### src/rtl/dual_debounce.sv
// Two-channel synchroniser + debouncer producing clean levels a/b for the downstream FSM.
// Optional registered rising-edge pulses a_rise/b_rise are built only when DUAL_DEBOUNCE_RISE_EN is defined.
module dual_debounce #(
  parameter int CNT_W  = 20,
  parameter int STABLE = 1000000
) (
  input  logic clk,
  input  logic reset,
  input  logic a_raw,
  input  logic b_raw,
  output logic a,
  output logic b,
  output logic a_rise,
  output logic b_rise
);

  typedef enum logic [1:0] {
    ZERO  = 2'd0,
    WAIT1 = 2'd1,
    ONE   = 2'd2,
    WAIT0 = 2'd3
  } state_t;

  localparam logic [CNT_W-1:0] LAST = CNT_W'(STABLE - 1);

  logic [1:0] raw;
  logic [1:0] lvl;
  logic [1:0] rise;

  assign raw = {b_raw, a_raw};

  for (genvar ch = 0; ch < 2; ch++) begin : g_ch
    logic             s1_q, s2_q;
    state_t           state_q, state_d;
    logic [CNT_W-1:0] cnt_q, cnt_d;

    always_ff @(posedge clk) begin
      if (reset) begin
        s1_q    <= 1'b0;
        s2_q    <= 1'b0;
        state_q <= ZERO;
        cnt_q   <= '0;
      end else begin
        s1_q    <= raw[ch];
        s2_q    <= s1_q;
        state_q <= state_d;
        cnt_q   <= cnt_d;
      end
    end

    // The counter is cleared on every WAIT exit, so it can never wrap.
    always_comb begin
      state_d = state_q;
      cnt_d   = cnt_q;
      case (state_q)
        ZERO: begin
          if (s2_q) begin
            state_d = WAIT1;
            cnt_d   = '0;
          end
        end
        WAIT1: begin
          if (!s2_q) begin
            state_d = ZERO;
            cnt_d   = '0;
          end else if (cnt_q == LAST) begin
            state_d = ONE;
            cnt_d   = '0;
          end else begin
            cnt_d = cnt_q + 1'b1;
          end
        end
        ONE: begin
          if (!s2_q) begin
            state_d = WAIT0;
            cnt_d   = '0;
          end
        end
        WAIT0: begin
          if (s2_q) begin
            state_d = ONE;
            cnt_d   = '0;
          end else if (cnt_q == LAST) begin
            state_d = ZERO;
            cnt_d   = '0;
          end else begin
            cnt_d = cnt_q + 1'b1;
          end
        end
        default: begin
          state_d = ZERO;
          cnt_d   = '0;
        end
      endcase
    end

    assign lvl[ch] = (state_q == ONE) || (state_q == WAIT0);

`ifdef DUAL_DEBOUNCE_RISE_EN
    logic rise_q;

    // Only a committed 0->1 pulses; a WAIT0->ONE return is not a new edge.
    always_ff @(posedge clk) begin
      if (reset) rise_q <= 1'b0;
      else       rise_q <= (state_q == WAIT1) && (state_d == ONE);
    end

    assign rise[ch] = rise_q;
`else
    assign rise[ch] = 1'b0;
`endif
  end

  assign a      = lvl[0];
  assign b      = lvl[1];
  assign a_rise = rise[0];
  assign b_rise = rise[1];

endmodule

### config.mk
export PLATFORM = sky130hd
export DESIGN_NAME = dual_debounce
export DESIGN_NICKNAME = d
export VERILOG_FILES = /design/src/rtl/dual_debounce.sv
export SDC_FILE = /design/constraint.sdc
export NUM_CORES = 1
export LEC_CHECK = 0
export CAP_MARGIN = 10
export CELL_PAD_IN_SITES_DETAIL_PLACEMENT = 0
export CELL_PAD_IN_SITES_GLOBAL_PLACEMENT = 2
export CORE_ASPECT_RATIO = 1.75
export CORE_UTILIZATION = 35
export DETAILED_ROUTE_END_ITERATION = 10
export PLACE_DENSITY = 0.84
export SETUP_SLACK_MARGIN = 0.5
export SKIP_CTS_REPAIR_TIMING = 1
export SYNTH_ARGS = -nofsm -noshare
export SYNTH_HDL_FRONTEND = slang
export SYNTH_SLANG_ARGS = --single-unit
### constraint.sdc
create_clock -name clk -period 2.3 [get_ports clk]
set_input_delay 0.69 -clock clk [delete_from_list [all_inputs] [get_ports clk]]
set_output_delay 0.69 -clock clk [all_outputs]
set_load 0.05 [all_outputs]
# Yosys cells after proc, flatten, opt, wreduce, memory -nomap -nowiden

Index checks and enable logic that the tools add are counted.

Bits in registers: 48
Bits of input ports: 4
Output and inout port bits: 4
Word-level logic and storage cells: 60

Add/sub/neg operators: 2
Eq/ne operators: 16
Multiplexer cells: 26
Reduce and logical (&&, ||, !) cells: 8

Operators by type and width:

| kind                    | number |
|---|---|
| $mux W20                | 10 |
| $pmux W20 S4            | 2 |
| $add A20 B1 Y20 const B | 2 |
| $eq A20 B20 Y1 const B  | 2 |
| $mux W2                 | 12 |
| $pmux W2 S4             | 2 |
| $ne A3 B3 Y1 const B    | 4 |
| $eq A2 B2 Y1 const B    | 4 |
| $ne A2 B2 Y1 const B    | 4 |
| $reduce_and A4 Y1       | 2 |
| $eq A2 B1 Y1 const B    | 2 |
| $logic_not A2 Y1        | 2 |
| $reduce_and A2 Y1       | 2 |
| $logic_or A1 B1 Y1      | 2 |

# Logic depth before layout (Yosys ltp)

Depth in word-level cells: 4
Mapped depth: 7
Mapped depth without buffers: 6

# Worst setup path after synthesis

OpenSTA, ideal clock, no wires.

Path kind: input-to-reg
From: input reset
To: register g_ch[0].cnt_q[0]
Library setup time: 128 ps
Arrival: 1,678 ps
Required time: 2,172 ps
Path slack: 495 ps
Stages: 4
Path buffers: 3
Cells stage by stage: clkbuf_1 clkbuf_1 clkbuf_1 nor2_1

RTL lines:

| item                 | line | RTL |
|---|---|---|
| from (decl)          | 8    | `input logic reset,` |
| to (signal assigned) | 47   | `cnt_q <= cnt_d;` |
| to (decl)            | 35   | `logic [CNT_W-1:0] cnt_q, cnt_d;` |

No word-level cell between the ends.

# Final worst setup path

From: register g_ch[1].cnt_q[12]
To: register g_ch[1].cnt_q[17]

Cells in the longest elaborated chain, start to end: 4
Elaborated cells between the ends (all ways): 6
Classes of those cells: add/sub (1); eq/ne (1); mux (4)

RTL lines:

| item                                              | line   | RTL |
|---|---|---|
| from (decl)                                       | 35     |  |
| from (signal assigned)                            | 47     |  |
| $add A20 B1 Y20 or $eq A20 B20 Y1 (tied branches) | --     |  |
| $mux W20 *                                        | 66, 83 |  |
| $mux W20, on equally long branches                | 80, 63 |  |
| $pmux W20 S4 *                                    | 55     | `case (state_q)` |

Every way passes the cells marked *; elsewhere a longest branch is shown, timed or not.
A chain may end at the register's enable or synchronous reset.

==> flow_metrics.tcl <==
set metrics [dict create \
    fin_area_um2 3130 \
    crit_fanout 7 \
    antenna_left 0 \
    hp-start "g_ch[1].s1_q$_SDFF_PP0_" \
    max-cap-violations 0 \
    switching_share_pct 22.5 \
    clkLatencyLatePin_ns 0.28 \
    die_y_um 114 \
    yosysMostFrequentCell "dfxtp_1" \
    clk_pin_slew_ns 0.07 \
    cts-root-buf "clkbuf_16" \
    pwr-share-seq_pct 49.9 \
    grt_pass1_vias 2133 \
    numPortBuffers 5 \
    ir_drop_mv 0.395 \
    rows 40 \
    yosysTopAreaCellShare_pct 38.1 \
    drc 0 \
    num_antenna_cells 0 \
    vias 2223 \
    synth.area.top_cells "dfxtp_1 38%, a31oi_1 4.2%, nand2_1 4.2%" \
    clkSinkCount 48 \
    worst_pin_slew_ns 0.491 \
    cts_tree "yes" \
    rr_worst_depth 7 \
    max_freq_ghz 0.569 \
    r2r-end "g_ch[1].cnt_q[17]$_SDFFE_PP0P_" \
    fp.dieArea_um2 7560 \
    pwr-share-clk_pct 44.2 \
    syn_inst 294 \
    yosysSeqAreaShare_pct 38.1 \
    status "complete, no violations" \
    ys_warn_count 0 \
    setup_viol 0 \
    die_x_um 66.1 \
    drv_slew 0 \
    ys.flop_type "dfxtp_1" \
    finalHoldViolCount 0 \
    ys_ff_latch 48 \
    switchingPower_mw 0.379 \
    relSlewSlack_pct 67.0 \
    fin_setup_tns_ns 0 \
    wl_per_cell_um 15.6 \
    initialDrtViolationCount 125 \
    synth_top_area_cell "dfxtp_1" \
    syn_area_um2 2520 \
    endpoint_kind "flip-flop" \
    grt_max_degree 28 \
    pin_count 8 \
    place_area_um2 2690 \
    drt-total-wl_um 6210 \
    numCtsBuffers 5 \
    multi_input_area_um2 1550 \
    place_congestion 0.765 \
    cp.required_ns 2.47 \
    worstHoldEndpoint "g_ch[1].s2_q$_SDFF_PP0_" \
    dp_hpwl_um 4130 \
    path_class "flip-flop to flip-flop" \
    first_pass_iters 4 \
    finalClockSkew_ns 0.00547 \
    coreArea_um2 6910 \
    finalCriticalPeriod_ns 1.76 \
    leakagePower_nw 1.11 \
    routed_via_density 5.57 \
    async_reset_ff_share_pct 0 \
    period_share_pct 76.4 \
    rsz0062_at_grt "false" \
    r2r_setup_slack_ns 0.54 \
    track_usage_pct 16.8 \
    drive_gt1_share_pct 24.1 \
    grt-ovfl-total 0 \
    r2r-start "g_ch[1].cnt_q[12]$_SDFFE_PP0P_" \
    htreeDepth 2 \
    synth-edff-count 0 \
    powerDensity_nw_per_um2 537 \
    nets 320 \
    power_frac_comb_pct 5.9 \
    register_area_um2 990 \
    antenna_found_initial 0 \
    hold_path.class "flip-flop to flip-flop" \
    min_path_cells 1 \
    yosysUniqueCellTypes 57 \
    clk_path_buf_depth 2 \
    avgSynthCellArea_um2 8.57 \
    synth_common_cells "48 x dfxtp_1, 28 x nand2_1, 21 x nor2_1, 19 x nand3_1" \
    synthToLayoutAreaGrowth_pct 24.1 \
    critPathLaunchType "flip-flop" \
    fillCellCount 688 \
    internal_power_mw 1.30 \
    grt_pass1_wl_um 9870 \
    arrival_ns 1.93 \
    initial_core_util_pct 36.5 \
]
## power groups by stage
stage                     sequential [mW]  clock [mW]  combinational [mW]
after floorplan                     0.861           0              0.0617
after global placement              0.862           0              0.0903
after detailed placement            0.862           0              0.0910
after CTS                           0.843       0.760              0.0912
after global routing                0.839       0.795               0.108
final                               0.838       0.743              0.0992
## placed cells by master, fill, tap and decap left out, types with 4 or more instances in the layout
master	n
mux2i_1	5
nand2_1	28
o21ai_0	5
nor3_1	8
a22o_1	8
clkbuf_16	8
nand3_1	17
and3_1	5
inv_1	8
a21oi_1	17
dfxtp_4	4
a31oi_1	17
nand2b_1	6
dfxtp_1	33
nor2_1	19
nand4_1	9
buf_4	15
dfxtp_2	11
nor2b_1	5
## final cells by class
| cell class | count | share of cell area, % |
|---|---|---|
| Sequential cell | 48 | 31.6 |
| Clock inverter | 2 | 0.320 |
| Tap cell | 84 | 3.36 |
| Timing Repair Buffer | 27 | 9.64 |
| Multi-Input combinational cell | 224 | 49.6 |
| Clock buffer | 6 | 4.44 |
| Inverter | 8 | 0.960 |
## metal layers
metal | vias to the layer above | global-route usage, % | share of wire [%]
li1 | 1121 | - | -
met3 | 4 | 1.79 | 1.3
met2 | 19 | 33.3 | 58
met4 | 0 | 5.96 | 1.4
met1 | 1079 | 17.4 | 40
met5 | - | 0 | 0
## metrics by stage
step	util [%]	hold WS [ns]	setup slack (ns)	total power, mW	std cells
floorplan	-	0.414	0.561	0.922	295
global placement	39.0	0.427	0.144	0.952	378
detailed placement	39.0	0.424	0.134	0.953	378
global route	45.3	0.462	0.460	1.74	399
CTS	41.1	0.447	0.0990	1.69	386
finish	45.3	0.439	0.543	1.68	399
## critical path, stage by stage (launching register included)
cell and delay (ns):
dfxtp_4 0.36, nor4bb_4 0.29, and4_4 0.28, a211oi_4 0.07
buf_4 0.14, buf_12 0.12, nor3b_1 0.13, a211o_1 0.25
## how the worst max path moves through the flow
stage                              startpoint                              to  slack [ns]
3_3_place_gp                            reset  g_ch[1].cnt_q[17]$_SDFFE_PP0P_        0.14
6_report       g_ch[1].cnt_q[12]$_SDFFE_PP0P_  g_ch[1].cnt_q[17]$_SDFFE_PP0P_        0.54
2_1_floorplan                           reset   g_ch[1].cnt_q[4]$_SDFFE_PP0P_        0.56
3_5_place_dp                            reset  g_ch[1].cnt_q[17]$_SDFFE_PP0P_        0.13
4_1_cts                             flip-flop                               a         0.1
5_1_grt        g_ch[1].cnt_q[19]$_SDFFE_PP0P_  g_ch[1].cnt_q[17]$_SDFFE_PP0P_        0.46
## sequential cells by signal, summed over array words and instances (netlist names), named ones only
register	cells
g_ch.state_q	2
g_ch.cnt_q	40
g_ch.s1_q	2
g_ch.s2_q	2
## cell families after synthesis
group / Yosys count / synth area share (%)
buf+inv: 23 / 4.96
compound gates: 72 / 20.1
flops: 48 / 38.1
xor+xnor: 8 / 3.08
other cells: 1 / 0.149
simple gates: 135 / 30.6
fa+ha+maj: 2 / 0.993
mux: 5 / 1.99
(Power assumes the default switching activity.)
